`src/rtl/led_display_scanner_pkg.sv`:
```
// Shared display definitions: segment codes, blank pattern and digit count.
// Imported by the scanner top and the hex_to_seg7 decoder.
package led_display_scanner_pkg;

  localparam int unsigned DIGIT_NUM = 8;
  localparam logic [7:0]  SEG_BLANK = 8'hFF;

  // Active-low g..a codes, decimal point excluded
  localparam logic [6:0] SEG_0 = 7'h40;
  localparam logic [6:0] SEG_1 = 7'h79;
  localparam logic [6:0] SEG_2 = 7'h24;
  localparam logic [6:0] SEG_3 = 7'h30;
  localparam logic [6:0] SEG_4 = 7'h19;
  localparam logic [6:0] SEG_5 = 7'h12;
  localparam logic [6:0] SEG_6 = 7'h02;
  localparam logic [6:0] SEG_7 = 7'h78;
  localparam logic [6:0] SEG_8 = 7'h00;
  localparam logic [6:0] SEG_9 = 7'h10;
  localparam logic [6:0] SEG_A = 7'h08;
  localparam logic [6:0] SEG_B = 7'h03;
  localparam logic [6:0] SEG_C = 7'h46;
  localparam logic [6:0] SEG_D = 7'h21;
  localparam logic [6:0] SEG_E = 7'h06;
  localparam logic [6:0] SEG_F = 7'h0E;

  function automatic logic [7:0] anode_sel(input logic [2:0] idx);
    return ~(8'b1 << idx);
  endfunction

endpackage

```
`src/rtl/hex_to_seg7.sv`:
```
// Combinational nibble to active-low 7-segment (g..a) decoder.
module hex_to_seg7
  import led_display_scanner_pkg::*;
(
  input  logic [3:0] nibble_i,
  output logic [6:0] seg_n_o
);

  always_comb begin
    seg_n_o = SEG_0;
    unique case (nibble_i)
      4'h0: seg_n_o = SEG_0;
      4'h1: seg_n_o = SEG_1;
      4'h2: seg_n_o = SEG_2;
      4'h3: seg_n_o = SEG_3;
      4'h4: seg_n_o = SEG_4;
      4'h5: seg_n_o = SEG_5;
      4'h6: seg_n_o = SEG_6;
      4'h7: seg_n_o = SEG_7;
      4'h8: seg_n_o = SEG_8;
      4'h9: seg_n_o = SEG_9;
      4'hA: seg_n_o = SEG_A;
      4'hB: seg_n_o = SEG_B;
      4'hC: seg_n_o = SEG_C;
      4'hD: seg_n_o = SEG_D;
      4'hE: seg_n_o = SEG_E;
      4'hF: seg_n_o = SEG_F;
      default: seg_n_o = SEG_0;
    endcase
  end

endmodule

```
`src/rtl/led_display_scanner.sv`:
```
// Captures the CPU LED word at frame boundaries and scans it as 8 hex digits.
// Optional LEADING_ZERO_BLANK_EN blanks leading-zero digits above digit 0.
module led_display_scanner
  import led_display_scanner_pkg::*;
#(
  parameter int unsigned CLK_DIV = 100000,
  parameter int unsigned DIGITS  = 8
) (
  input  logic        clk,
  input  logic        rst,
  input  logic [31:0] led_data_in,
  input  logic        led_cpu_enable,
  input  logic        display_hold,
  output logic [7:0]  an_n,
  output logic [7:0]  seg_n,
  output logic [15:0] frame_count
);

  localparam int unsigned PW = (CLK_DIV > 1) ? $clog2(CLK_DIV) : 1;

  if (DIGITS != DIGIT_NUM) begin : g_bad_digits
    $error("led_display_scanner: DIGITS must be 8");
  end
  if (CLK_DIV < 1) begin : g_bad_div
    $error("led_display_scanner: CLK_DIV must be >= 1");
  end

  logic [PW-1:0] prescaler_q, prescaler_d;
  logic [2:0]    digit_idx_q, digit_idx_d;
  logic [31:0]   frame_reg_q, frame_reg_d;
  logic [15:0]   frame_count_q, frame_count_d;
  logic [7:0]    an_n_q, an_n_d;
  logic [7:0]    seg_n_q, seg_n_d;

  logic          tick;
  logic [3:0]    cur_nibble;
  logic [6:0]    cur_code;
  logic [31:0]   upper_bits;
  logic          blank;

  assign cur_nibble = frame_reg_q[{digit_idx_q, 2'b00} +: 4];
  assign upper_bits = frame_reg_q >> {digit_idx_q, 2'b00};

  hex_to_seg7 u_hex_to_seg7 (
    .nibble_i (cur_nibble),
    .seg_n_o  (cur_code)
  );

  always_comb begin
    blank = 1'b0;
`ifdef LEADING_ZERO_BLANK_EN
    // Digit 0 is never blanked so an all-zero word still shows "0"
    blank = (digit_idx_q != 3'd0) && (upper_bits == 32'd0);
`endif
  end

  always_comb begin
    tick          = (prescaler_q == PW'(CLK_DIV - 1));
    prescaler_d   = tick ? '0 : prescaler_q + 1'b1;
    digit_idx_d   = tick ? digit_idx_q + 3'd1 : digit_idx_q;
    frame_reg_d   = frame_reg_q;
    frame_count_d = frame_count_q;

    if (tick && (digit_idx_q == 3'd7) && led_cpu_enable && !display_hold) begin
      frame_reg_d   = led_data_in;
      frame_count_d = frame_count_q + 16'd1;
    end

    an_n_d  = anode_sel(digit_idx_q);
    seg_n_d = {1'b1, cur_code};
    if (blank) begin
      an_n_d  = SEG_BLANK;
      seg_n_d = SEG_BLANK;
    end
  end

  always_ff @(posedge clk or posedge rst) begin
    if (rst) begin
      prescaler_q   <= '0;
      digit_idx_q   <= 3'd0;
      frame_reg_q   <= 32'd0;
      frame_count_q <= 16'd0;
      an_n_q        <= 8'hFF;
      seg_n_q       <= 8'hFF;
    end else begin
      prescaler_q   <= prescaler_d;
      digit_idx_q   <= digit_idx_d;
      frame_reg_q   <= frame_reg_d;
      frame_count_q <= frame_count_d;
      an_n_q        <= an_n_d;
      seg_n_q       <= seg_n_d;
    end
  end

  assign an_n        = an_n_q;
  assign seg_n       = seg_n_q;
  assign frame_count = frame_count_q;

endmodule

```
`config.mk`:
```
export PLATFORM = sky130hd
export DESIGN_NAME = led_display_scanner
export DESIGN_NICKNAME = d
export VERILOG_FILES = /design/src/rtl/led_display_scanner_pkg.sv /design/src/rtl/hex_to_seg7.sv /design/src/rtl/led_display_scanner.sv
export SDC_FILE = /design/constraint.sdc
export NUM_CORES = 1
export LEC_CHECK = 0
export CAP_MARGIN = 20
export CORE_AREA = 3 3 90 92
export DETAILED_ROUTE_END_ITERATION = 7
export DIE_AREA = 0 0 93 95
export PLACE_DENSITY_LB_ADDON = 0.05
export SYNTH_ARGS = -nofsm -noshare
export SYNTH_HDL_FRONTEND = slang
export SYNTH_SLANG_ARGS = --single-unit
```
`constraint.sdc`:
```
create_clock -name clk -period 3.4 [get_ports clk]
set_input_delay 0.34 -clock clk [delete_from_list [all_inputs] [get_ports clk]]
set_output_delay 0.34 -clock clk [all_outputs]
set_load 0.05 [all_outputs]
```
==> impl_metrics.yaml <==
timing:
  rsz0062_at_grt: "no"
  finalSetupViolations: 0
  fin_skew_ns: 0.0105
  hold_viol_final: 0
  relSlewSlack_pct: 56.3
  min_period_over_period_pct: 76.2
  clock.fmax_ghz: 0.386
  min_period_ns: 2.59
  setup-tns-final_ns: 0
  drv_slew: 0
  worstMarginPinSlew_ns: 0.655
critical_path:
  cp-endpoint: "frame_count[15]"
  crit_fanout: 9
  path_cells: "ha_1 -> ha_1 -> nand3b_1 -> or4_4 -> nor3_4 -> nand4_1 -> xnor2_1"
  cp-end-kind: "flip-flop"
  crit_path_frequent_cell: "ha_1"
  crit_required_ns: 3.64
  timing.rr.start: "digit_idx_q[0]"
  crit_path_max_incr_delay_ns: 0.65
  r2r_cells: 7
  crit_start: "digit_idx_q[0]"
  reg2reg_to: "frame_count[15]"
  worstSetupStartpointType: "flip-flop"
  rrSetupSlack_ns: 0.81
  worstPathArrival_ns: 2.83
  critPathKind: "reg2reg"
  cp_slowest_cell: "dfrtp_1"
yosys:
  syn_avg_cell_area_um2: 13.1
  synthCells: 292
  ys_seq_area_share_pct: 54.6
  syn_area_um2: 3840
  yosysWarnings: 0
  synth-edff-count: 0
  synth_area_leaders: "dfrtp_1 44%, dfstp_2 10%, mux2_2 9.7%"
  yosysTopAreaCell: "dfrtp_1"
  synth_cell_types: 44
  synth_top_area_share_pct: 44.3
  ys_async_sr_fraction_pct: 100
  synth_seq_cells: 83
  yosys_most_used_dff: "dfrtp_1"
  synthesis.nets: 341
floorplan:
  die_h_um: 95
  rows: 31
  coreArea_um2: 7290
  die_w_um: 93
  dieArea_um2: 8840
  start_util_pct: 52.6
  io_pins: 68
clocking:
  post_cts_buffers: 0
  cts_max_path_buffers: 2
  cts_sinks: 83
  htree_levels: 3
  clk_latency_ns: 0.35
  hold_buffers: 0
  clkTransAtPathRegs_ns: 0.09
  cts-resized-gates: 0
  cts_made_buffers: 9
  cts_tree: "yes"
  ctsRootBufferMaster: "clkbuf_8"
finish:
  diodes: 0
  final_common_cell: "dfrtp_1"
  drive_gt1_share_pct: 23.6
  fin_area_um2: 4820
  mostFrequentLayoutCells: "68 x dfrtp_1, 66 x clkdlybuf4s50_1, 33 x mux2_2"
  final_util_pct: 66.0
  layout.nets: 417
  area.growth.synth_to_final_pct: 25.5
routing:
  vias: 2427
  top_layer: "met4"
  drc_errors: 0
  wl_per_cell_um: 14.7
  wirelength_mm: 6.92
  met2_length_mm: 3.04
  via_per_inst: 5.14
  drt_iter0_drc: 93
  ant_nets: 0
  wl_met1_mm: 3.46
  drt_pass1_iterations: 4
  route.met3.wl_um: 295
pwr:
  p_seq_share_pct: 56.2
  power_frac_comb_pct: 3.7
  p_per_area_nw_per_um2: 365
  power.leakage_uw: 0.00223
  pwr-share-clk_pct: 40.2
  p_total_uw: 1760
  irDropWorstVdd_mv: 0.251
  p_switching_uw: 374
  sw_frac_of_total_pct: 21.3
  p_int_uw: 1380
global_routing:
  antenna_found_initial: 0
  grt_pass1_wl_mm: 11.6
  grt.overflow.total: 0
  grt_max_degree: 40
  grt_usage_pct: 16.9
  first_global_vias: 2402
place:
  place_area_um2: 4620
  hpwl_mm: 4.95
  io_buffers: 66
  gp_congestion: 0.856
worst_hold_path:
  holdCritPathClass: "in2async"
job:
  max-cap-violations: 0
status:
  status: "finished clean"
==> worst max-delay path: cells and delay by family, from the launching register on <==
kind	cells	cell delay [ns]
xor gates and xnor gates	1	0.15
adders and majority gates	2	0.46
DFF	1	0.65
and+or+nand+nor	4	1.23
==> power by group through the flow <==
stage	Clock (uW)	Combinational [uW]	Sequential, uW
after global placement	0	66.2	1010
after detailed placement	0	66.3	1010
final	706	64.1	987
after CTS	727	66.4	987
after global routing	767	70.6	987
after floorplan	0	18.0	1010
==> Yosys cell counts (2+ instances only) <==
| cell | n |
|---|---|
| dfrtp_1 | 68 |
| mux2_2 | 33 |
| nand2_1 | 23 |
| xnor2_1 | 20 |
| dfstp_2 | 15 |
| nor2_1 | 14 |
| ha_1 | 13 |
| inv_1 | 10 |
| mux2i_1 | 10 |
| nand3_1 | 10 |
| xor2_1 | 10 |
| nand4_1 | 9 |
| mux4_2 | 8 |
| and3_1 | 4 |
| o21ai_0 | 4 |
| a22o_1 | 3 |
| buf_6 | 3 |
| clkbuf_1 | 3 |
| nor2b_1 | 3 |
| and2_1 | 2 |
| and4_1 | 2 |
| buf_2 | 2 |
| nor4_1 | 2 |
==> metrics by stage <==
step / hold slack [ns] / setup WS [ns] / std cells
3_5_place_dp: 0.470 / 0.786 / 456
3_3_place_gp: 0.468 / 0.867 / 456
6_report: 0.387 / 0.808 / 472
5_1_grt: 0.452 / 0.591 / 472
4_1_cts: 0.402 / 0.760 / 472
2_1_floorplan: 0.452 / 0.948 / 292
==> per-layer routing <==
layer	up-vias	track usage [%]
li1	1169	-
met1	1194	24.0
met2	52	25.9
met3	12	2.87
met4	0	6.96
met5	-	0
==> how the worst min path moves through the flow <==
| stage | start | to | slack (ns) | cells past startpoint |
|---|---|---|---|---|
| 2_1_floorplan | digit_idx_q[2] | an_n[4] | 0.45 | 1 |
| 3_3_place_gp | frame_count[15] | frame_count[15] | 0.47 | 1 |
| 3_5_place_dp | frame_count[15] | frame_count[15] | 0.47 | 1 |
| 4_1_cts | rst | frame_reg_q[0] | 0.40 | 2 |
| 5_1_grt | rst | frame_reg_q[0] | 0.45 | 2 |
| 6_report | rst | frame_reg_q[8] | 0.39 | 2 |
==> state kept, by name (all words and copies together) (netlist names) <==
register     count
frame_reg_q     32
prescaler_q     17
frame_count     16
an_n             8
seg_n            7
digit_idx_q      3
==> kinds of logic (layout without fill, tap and decap cells) <==
kind of cell / after synthesis / count (layout) / synth area share, %
AOI/OAI and AO/OA: 12 / 12 / 2.15
xor gates and xnor gates: 30 / 30 / 6.85
adders and majority gates: 13 / 13 / 4.24
buffers and inverters: 20 / 101 / 2.71
DFF: 83 / 83 / 54.6
muxes: 52 / 52 / 17.3
other: 1 / 1 / 0.0977
and+or+nand+nor: 81 / 81 / 12.1
==> cell type report <==
type / count / area (um^2)
Fill cell: 603 / 2480
Sequential cell: 83 / 2100
Multi-Input combinational cell: 189 / 1640
Timing Repair Buffer: 74 / 721
Clock buffer: 12 / 145
Tap cell: 99 / 124
Clock inverter: 4 / 50.0
Inverter: 11 / 42.5
Power figures use the tool's default switching activity.
